==> src/rtl/rolling_display_ctrl.sv <==
// Scroll sequencer for an 8-digit seven-segment display: buffers a message of
// hex codes, then slides an 8-digit window across message + 8 pad codes.
module rolling_display_ctrl #(
  parameter int         MSG_DEPTH  = 16,
  parameter int         SCROLL_DIV = 50_000_000,
  parameter logic [3:0] PAD_CODE   = 4'h0
) (
  input  logic        clk,
  input  logic        rst_n,
  input  logic        wr_valid,
  output logic        wr_ready,
  input  logic [3:0]  wr_data,
  input  logic        wr_last,
  input  logic        run,
  input  logic        clear,
  output logic [31:0] digits,
  output logic [4:0]  msg_len,
  output logic [1:0]  state,
  output logic        step_pulse
);

  localparam int                IDX_W   = (MSG_DEPTH > 1) ? $clog2(MSG_DEPTH) : 1;
  localparam int                DIV_W   = $clog2(SCROLL_DIV);
  localparam logic [DIV_W-1:0]  DIV_MAX = DIV_W'(SCROLL_DIV - 1);
  localparam logic [4:0]        DEPTH   = 5'(MSG_DEPTH);

  typedef enum logic [1:0] {
    ST_LOAD = 2'd0,
    ST_HOLD = 2'd1,
    ST_RUN  = 2'd2
  } state_t;

  state_t           state_q, state_d;
  logic [4:0]       msg_len_q, msg_len_d;
  logic [4:0]       offset_q, offset_d;
  logic [DIV_W-1:0] div_q, div_d;
  logic [31:0]      digits_q, digits_d;
  logic [3:0]       msg_buf_q [MSG_DEPTH];

  logic       wr_fire;
  logic       step_fire;
  logic [5:0] seq_len;

  assign seq_len   = {1'b0, msg_len_q} + 6'd8;
  assign wr_ready  = (state_q == ST_LOAD) && (msg_len_q < DEPTH) && !clear;
  assign wr_fire   = wr_valid && wr_ready;
  // A step needs run still high; clear always suppresses it.
  assign step_fire = (state_q == ST_RUN) && run && (div_q == DIV_MAX) && !clear;

  assign digits     = digits_q;
  assign msg_len    = msg_len_q;
  assign state      = state_q;
  assign step_pulse = step_fire;

  always_comb begin
    state_d   = state_q;
    msg_len_d = msg_len_q;
    offset_d  = offset_q;
    div_d     = div_q;
    case (state_q)
      ST_LOAD: begin
        if (wr_fire) begin
          msg_len_d = msg_len_q + 5'd1;
          if (wr_last || (msg_len_q + 5'd1 == DEPTH)) state_d = ST_HOLD;
        end
      end
      ST_HOLD: begin
        div_d = '0;
        if (run) state_d = ST_RUN;
      end
      ST_RUN: begin
        if (!run) begin
          state_d = ST_HOLD;
          div_d   = '0;
        end else if (div_q == DIV_MAX) begin
          div_d    = '0;
          offset_d = ({1'b0, offset_q} == seq_len - 6'd1) ? 5'd0 : offset_q + 5'd1;
        end else begin
          div_d = div_q + 1'b1;
        end
      end
      default: state_d = ST_LOAD;
    endcase
    if (clear) begin
      state_d   = ST_LOAD;
      msg_len_d = '0;
      offset_d  = '0;
      div_d     = '0;
    end
  end

  // Window digit k shows seq[(offset + k) mod L]; offset < L and k < 8 <= L,
  // so a single conditional subtraction performs the wrap.
  always_comb begin
    logic [5:0] idx;
    digits_d = '0;
    for (int k = 0; k < 8; k++) begin
      idx = {1'b0, offset_q} + 6'(k);
      if (idx >= seq_len) idx = idx - seq_len;
      if (idx < {1'b0, msg_len_q}) digits_d[4*k +: 4] = msg_buf_q[idx[IDX_W-1:0]];
      else                         digits_d[4*k +: 4] = PAD_CODE;
    end
  end

  always_ff @(posedge clk) begin
    if (!rst_n) begin
      state_q   <= ST_LOAD;
      msg_len_q <= '0;
      offset_q  <= '0;
      div_q     <= '0;
      digits_q  <= {8{PAD_CODE}};
    end else begin
      state_q   <= state_d;
      msg_len_q <= msg_len_d;
      offset_q  <= offset_d;
      div_q     <= div_d;
      digits_q  <= digits_d;
    end
  end

  always_ff @(posedge clk) begin
    if (wr_fire) msg_buf_q[msg_len_q[IDX_W-1:0]] <= wr_data;
  end

endmodule

==> config.mk <==
export PLATFORM = sky130hd
export DESIGN_NAME = rolling_display_ctrl
export DESIGN_NICKNAME = d
export VERILOG_FILES = /design/src/rtl/rolling_display_ctrl.sv
export SDC_FILE = /design/constraint.sdc
export NUM_CORES = 1
export LEC_CHECK = 0
export ABC_AREA = 0
export BUFFER_PORTS_ARGS = -buffer_cell sky130_fd_sc_hd__buf_2
export CORE_MARGIN = 3
export CORE_UTILIZATION = 29
export DETAILED_ROUTE_END_ITERATION = 10
export PLACE_DENSITY = 0.51
export SLEW_MARGIN = 20
export SYNTH_ARGS = -nofsm -noshare
export SYNTH_HDL_FRONTEND = slang
export SYNTH_SLANG_ARGS = --single-unit
==> constraint.sdc <==
create_clock -name clk -period 6.42 [get_ports clk]
set_input_delay 1.284 -clock clk [delete_from_list [all_inputs] [get_ports clk]]
set_output_delay 1.284 -clock clk [all_outputs]
set_load 0.01 [all_outputs]
# Word-level counts from Yosys, hierarchy flattened
# Memories as Yosys holds them, arrays and structs flattened. A register that Yosys moved wholly into a read port is not among the register bits.
# Index checks and enable logic that the tools add are counted.
# totals
reg_bits	38
mem_bits_rw	64
in_bits	10
output_inout_bits	41
word_cells	101
memories	1
# classes
add_sub_neg	20
magnitude_cmp	17
eq_ne	9
mux	19
n_bitwise	1
reduce_logical	30
# mem_list
name	words	width	rd	rd_ports_with_merged_regs	wr	line	rtl
msg_buf_q	16	4	8	8	1	38	logic [3:0] msg_buf_q [MSG_DEPTH];
# op_table
op	count
$mux 26	2
$pmux 26 s2	1
$lt 6x5->1	8
$mux 6	8
$ge 6x6->1	7
$sub 6x6->6	7
$add 26x1->26 const B	1
$eq 26x26->1 const B	1
$add 5x3->6 const B	4
$reduce_and 2->1	9
$add 5x2->6 const B	2
$add 5x1->5 const B	2
$logic_not 1->1	9
$mux 2	4
$add 5x1->6 const B	1
$add 5x4->6 const B	1
$eq 5x6->1	1
$ge 5x6->1	1
$logic_and 1x1->1	6
$ne 2x2->1 const B	3
$pmux 2 s3	1
$sub 5x6->6	1
$sub 6x1->6 const B	1
$eq 5x5->1 const B	1
13 further kinds	14

# Depth between registers and ports, before layout
# Gate-level depths: netlist of the first run.
# logic_depth
word_depth	6
mapped_depth	20

# Least setup slack after synthesis of the first run
# No wires, ideal clock.
# synth_timing
kind	register to register
start	register offset_q[1]
end	register digits_q[4], in the netlist digits[4] (read register of msg_buf_q)
arrival_ns	4.502
t_required_ns	6.344
slack_ns	1.843
stages_incl_launch_ff	17
path_cell_list	dfxtp_1 > clkinv_1 > ha_1 > fa_1 > or2_1 > o21bai_1 > a21oi_1 > buf_2 > a21oi_1 > clkbuf_1 > inv_1 > ha_1 > a2111oi_0 > a211oi_1 > a2111oi_0 > nand2b_1 > o22ai_1
# synth_between
elab_chain_cells	6
# synth_rtl
element	line	rtl
start, declared	35	logic [4:0] offset_q, offset_d;
start signal, assigned	115	offset_q <= offset_d;
$add 5x1->6 *	98	idx = {1'b0, offset_q} + 6'(k);
$sub 6x6->6 / $ge 6x6->1 (equally long branches)	99	if (idx >= seq_len) idx = idx - seq_len;
$mux 6 *	99	
$lt 6x5->1	100	if (idx < {1'b0, msg_len_q}) digits_d[4*k +: 4] = msg_buf_q[idx[IDX_W-1:0]];
$reduce_and 2->1 (no line)	--	
$logic_not 1->1 (no line)	--	
end, declared	37	logic [31:0] digits_q, digits_d;
# Every way passes the cells marked *; elsewhere a longest branch is shown, timed or not.
# A chain may end at the register's enable or synchronous reset.

# Worst setup path in the final report of the first run
# layout_timing
start	register offset_q[2]
end	register digits_q[20], in the netlist digits[20] (read register of msg_buf_q)
# layout_between
elab_chain_cells	6
# layout_rtl
element	line
$add 5x3->6 *	98
$sub 6x6->6 / $ge 6x6->1 (equally long branches)	99
$mux 6 *	99
$lt 6x5->1	100
$reduce_and 2->1 (no line)	--
$logic_not 1->1 (no line)	--
# Marked as above.

==> impl_metrics.tcl, run 1 <==
set metrics [dict create \
    netlist_instances 1596 \
    area_delta_synth_final_pct 11.3 \
    diodes 0 \
    grt_pass1_wl_um 70300 \
    maxCapViolCount 0 \
    htreeDepth 4 \
    crit_type "flop to flop" \
    post_cts_resized 0 \
    tightest_slew_ns 1.13 \
    drive_above_1_share_pct 10.8 \
    vias_per_cell 5.58 \
    dieArea_mm2 0.0462 \
    ir_drop_mv 0.180 \
    ys_ff_latch 134 \
    wl_per_cell_um 21.3 \
    finClkSkew_ns 0.0248 \
    synthFlopType "dfxtp_1" \
    initial_core_util_pct 29.8 \
    fp.dieH_um 215 \
    hold_viol_final 0 \
    drt_iter0_drc 1349 \
    power_frac_clock_pct 51.9 \
    synth_edf_count 64 \
    yosysWarnings 0 \
    crit_arrival_ns 5.79 \
    rows 75 \
    seq_power_share_pct 45.4 \
    synthArstFlopShare_pct 0 \
    drc 0 \
    core_mm2 0.0425 \
    antenna_found_initial 0 \
    ff_latch_area_mm2 0.00332 \
    first_global_vias 11400 \
    layout_commonest_cell "nand2_1" \
    clock_path_buffers 2 \
    synth_seq_area_share_pct 26.3 \
    status "finished clean" \
    cp_max_fo 33 \
    clock_sinks 134 \
    ios 51 \
    drt-total-wl_um 46300 \
    worst_ep_required_time_ns 6.79 \
    cts_setup_buffers 0 \
    cts_root_buffer "clkbuf_16" \
    insertion_delay_ns 0.47 \
    numCtsBuffers 17 \
    power_density_mw_per_mm2 141 \
    port_buffers 50 \
    intPower_mw 1.50 \
    fillers 4442 \
    cts.clk_slew.worst_paths_ns 0.07 \
    grt_overflow 0 \
    p_sw_share_pct 24.9 \
    slew_headroom_pct 24.1 \
    final_cell_mix "nand2_1 (271), a21oi_1 (126), mux2i_1 (103)" \
    rsz0062_at_grt "no" \
    grt_use_total_pct 19.6 \
    min_path_type "flop to flop" \
    setup_viol 0 \
    gp_congestion 0.949 \
    synth_nets 1700 \
    p_leak_nw 5.62 \
    vias 12100 \
    cts_tree "built" \
    multi_input_area_mm2 0.00863 \
    hold_buffers 0 \
    finalMaxSlewViolations 0 \
    synth_cell_types 72 \
    fin_util_pct 33.1 \
    start_kind "flop" \
    min_period_ns 5.42 \
    dr.pass1.iters 8 \
    syn_area_per_cell_um2 7.93 \
    hpwl_um 35000 \
    setup_tns_ns 0 \
    switchingPower_mw 0.495 \
    timing.fmax_ghz 0.185 \
    post-route-period-util_pct 84.4 \
    nets 1685 \
    syn_area_mm2 0.0127 \
    end_kind "flop" \
    pwr-share-comb_pct 2.8 \
    drtAntennaViolNets 0 \
    grt_start_max_net_pins 53 \
    die_width_um 215 \
]
per-stage QoR:
stage / power, mW / cells / cell area (um^2) / hold WS [ns] / setup slack [ns]
2_1_floorplan: 0.952 / 1596 / 12700 / 0.459 / 1.84
3_3_place_gp: 0.977 / 2138 / 13500 / 0.475 / 1.15
3_5_place_dp: 0.977 / 2138 / 13500 / 0.491 / 1.03
4_1_cts: 2.01 / 2170 / 14100 / 0.500 / 1.01
5_1_grt: 2.06 / 2171 / 14100 / 0.544 / 0.673
6_report: 1.99 / 2171 / 14100 / 0.498 / 1.00
layout make-up:
class,count,area share [%]
tap,577,5.13
clock buffer,18,3.05
multi-input combinational,1276,61.3
clock inverter,14,1.15
sequential,134,23.6
inverter,58,1.55
timing repair buffer,94,4.25
flip-flops by register name, indices dropped and copies added, names as in the netlist:
name / cells
digits: 32
offset_q: 5
msg_len: 5
msg_buf_q: 64
state: 2
div_q: 26
layer usage:
layer	up-vias	track usage (%)	wire length, um	part of all wire [%]
li1	5759	-	-	-
met1	5776	27.6	21200	46
met2	522	30.3	20600	45
met3	62	3.38	3320	7.2
met4	0	6.32	1120	2.4
met5	-	0	0	0
worst max-delay path, stage by stage, from the launching register on:
cell	delay, ns
dfxtp_1	0.51
buf_4	0.26
inv_1	0.25
ha_1	0.27
a21oi_1	0.45
xnor2_1	0.19
ha_1	0.39
o311ai_1	0.17
a21oi_2	0.52
mux2i_2	0.27
buf_4	0.35
inv_1	0.08
ha_1	0.31
a2111oi_0	0.44
a211oi_1	0.10
a211oi_1	0.32
nand2_1	0.20
o22ai_1	0.23
synth_stat cells, types with 23 or more instances:
cell type  count  area share [%]
nor2_1        85             2.5
inv_1         56             1.7
nand2_1      271             8.0
a221oi_1      33             2.3
edfxtp_1      64              15
a21oi_1      126             5.0
nand3_1       85             3.4
o21ai_0       47             1.9
ha_1          90             8.9
xnor2_1       46             3.2
clkbuf_1      89             2.6
nand2b_1      32             1.6
mux2i_1      113             8.9
a22oi_1       23             1.4
o22ai_1       38             1.9
xor2_1        32             2.2
nand4_1       26             1.3
dfxtp_1       70              11
buf_2         26             1.0
logic make-up after synthesis:
| group | synth area share, % |
|---|---|
| buffers and inverters | 6.18 |
| AOI/OAI and AO/OA | 20.8 |
| DFF | 26.3 |
| adders and majority gates | 9.53 |
| muxes | 11.6 |
| and+or+nand+nor | 20.3 |
| xor gates and xnor gates | 5.40 |
path summary, 6_finish.rpt:
check                                         startpoint                    end  slack, ns  depth (start not counted)
worst max-delay path            offset_q[2]$_SDFFE_PP0P_  digits[20]$_SDFF_PN0_       1.00                         17
worst min-delay path               div_q[1]$_SDFFE_PP0P_  div_q[1]$_SDFFE_PP0P_       0.50                          2
worst max register to register  offset_q[2]$_SDFFE_PP0P_  digits[20]$_SDFF_PN0_       1.00                         17
worst min register to register     div_q[1]$_SDFFE_PP0P_  div_q[1]$_SDFFE_PP0P_       0.50                          2
power groups by stage:
stage | clock network (mW) | registers, mW | logic, mW
after floorplan | 0 | 0.918 | 0.0339
after global placement | 0 | 0.922 | 0.0552
after detailed placement | 0 | 0.922 | 0.0551
after CTS | 1.05 | 0.903 | 0.0553
after global routing | 1.09 | 0.904 | 0.0614
final | 1.03 | 0.904 | 0.0550
(Power assumes the default switching activity.)
==> run 2: changes to the inputs <==
Settings changed: PLACE_DENSITY 0.51 to 0.52.
Clock period 6.42 ns to 4.7 ns, I/O delays scaled along.
==> run 2 against run 1 <==
  * Total power rose by 38%
  * Critical path depth fell by 2
  * Final cell count rose by 1.3%
==> impl_metrics.tcl, run 2 (same netlist as run 1, synthesis figures left out) <==
set metrics [dict create \
    clock_sinks 134 \
    drt-total-wl_um 45600 \
    vias_per_cell 5.60 \
    diodes 0 \
    port_buffers 50 \
    post-route-period-util_pct 92.5 \
    worst_ep_required_time_ns 4.98 \
    layout_commonest_cell "nand2_1" \
    ff_latch_area_mm2 0.00333 \
    insertion_delay_ns 0.45 \
    multi_input_area_mm2 0.00869 \
    first_global_vias 11300 \
    rsz0062_at_grt "no" \
    core_mm2 0.0425 \
    cts_root_buffer "clkbuf_16" \
    finalMaxSlewViolations 0 \
    finClkSkew_ns 0.0177 \
    wl_per_cell_um 20.7 \
    numCtsBuffers 17 \
    crit_type "flop to flop" \
    grt_overflow 0 \
    power_density_mw_per_mm2 191 \
    vias 12300 \
    grt_start_max_net_pins 53 \
    initial_core_util_pct 29.8 \
    crit_arrival_ns 4.63 \
    cp_max_fo 13 \
    final_cell_mix "nand2_1 (271), a21oi_1 (124), mux2i_1 (103)" \
    grt_pass1_wl_um 69100 \
    antenna_found_initial 2 \
    maxCapViolCount 0 \
    setup_tns_ns 0 \
    p_leak_nw 5.80 \
    hpwl_um 34200 \
    tightest_slew_ns 0.886 \
    htreeDepth 4 \
    grt_use_total_pct 19.2 \
    end_kind "flop" \
    die_width_um 215 \
    drtAntennaViolNets 0 \
    drc 0 \
    rows 75 \
    nets 1714 \
    fillers 4389 \
    r2r_cells 15 \
    slew_headroom_pct 40.9 \
    status "finished clean" \
    hold_viol_final 0 \
    gp_congestion 0.929 \
    dieArea_mm2 0.0462 \
    drive_above_1_share_pct 13.2 \
    dr.pass1.iters 5 \
    setup_viol 0 \
    hold_depth 2 \
    min_period_ns 4.35 \
    clock_path_buffers 2 \
    ir_drop_mv 0.267 \
    cts_tree "built" \
    whs_ns 0.490 \
    drt_iter0_drc 1347 \
    fp.dieH_um 215 \
    ios 51 \
    min_path_type "flop to flop" \
    start_kind "flop" \
    timing.fmax_ghz 0.230 \
    area_delta_synth_final_pct 14.0 \
    largest_reg_flops 64 \
    cts.clk_slew.worst_paths_ns 0.07 \
]
run 2: repair_timing:
action                                  4_1_cts  5_1_grt
hold buffers                                  0        0
gates cloned                                  0        0
gates resized for setup                       3       14
setup buffers                                 2        8
endpoints found under the setup margin        4       16
pin swaps                                     0        3
run 2: power breakdown:
group | switching, mW | internal (mW) | leakage, nW
clock | 0.592 | 0.847 | 0.294
combinational | 0.0537 | 0.0239 | 4.36
sequential | 0.00938 | 1.22 | 1.14
total | 0.655 | 2.10 | 5.80
run 2: layout make-up:
| class | count | area share, % |
|---|---|---|
| Tap cell | 577 | 5.00 |
| Multi-Input combinational cell | 1276 | 60.3 |
| Timing Repair Buffer | 123 | 5.88 |
| Clock buffer | 17 | 2.95 |
| Inverter | 58 | 1.54 |
| Sequential cell | 134 | 23.1 |
| Clock inverter | 15 | 1.31 |
run 2: path summary, 6_finish.rpt:
path	start	end	slack, ns
min reg2reg	div_q[1]$_SDFFE_PP0P_	div_q[1]$_SDFFE_PP0P_	0.49
min	div_q[1]$_SDFFE_PP0P_	div_q[1]$_SDFFE_PP0P_	0.49
max reg2reg	offset_q[1]$_SDFFE_PP0P_	digits[3]$_SDFF_PN0_	0.35
max	offset_q[1]$_SDFFE_PP0P_	digits[3]$_SDFF_PN0_	0.35
run 2: per-stage QoR:
step           setup slack [ns]  area [um^2]  total power [mW]  std cells  util [%]
6_report                  0.353        14400              2.75       2200      33.9
5_1_grt                  0.0375        14400              2.84       2200      33.9
4_1_cts                  0.0155        14300              2.78       2192      33.6
3_5_place_dp             -0.213        13700              1.34       2158      32.1
3_3_place_gp            -0.0753        13700              1.34       2158      32.1
2_1_floorplan             0.123        12700              1.30       1596         -
run 2: per-layer routing:
layer | wire length (um) | part of all wire (%) | vias to the layer above | track usage (%)
li1 | - | - | 5831 | -
met2 | 20000 | 44 | 498 | 29.4
met5 | 0 | 0 | - | 0
met1 | 21100 | 46 | 5931 | 27.7
met4 | 1110 | 2.4 | 0 | 6.39
met3 | 3310 | 7.3 | 54 | 2.66
run 2: worst max-delay path: stages, from the launching register on:
cell and delay (ns):
dfxtp_1 0.33, clkinv_1 0.24, buf_4 0.26, fa_1 0.44, nor2b_1 0.15, a221oi_1 0.39
o21ba_2 0.40, mux2i_1 0.30, inv_1 0.10, ha_1 0.32, a21o_1 0.18, nand2_1 0.06
nand4b_1 0.08, nor2_1 0.16, nand3_1 0.22, o22ai_1 0.52
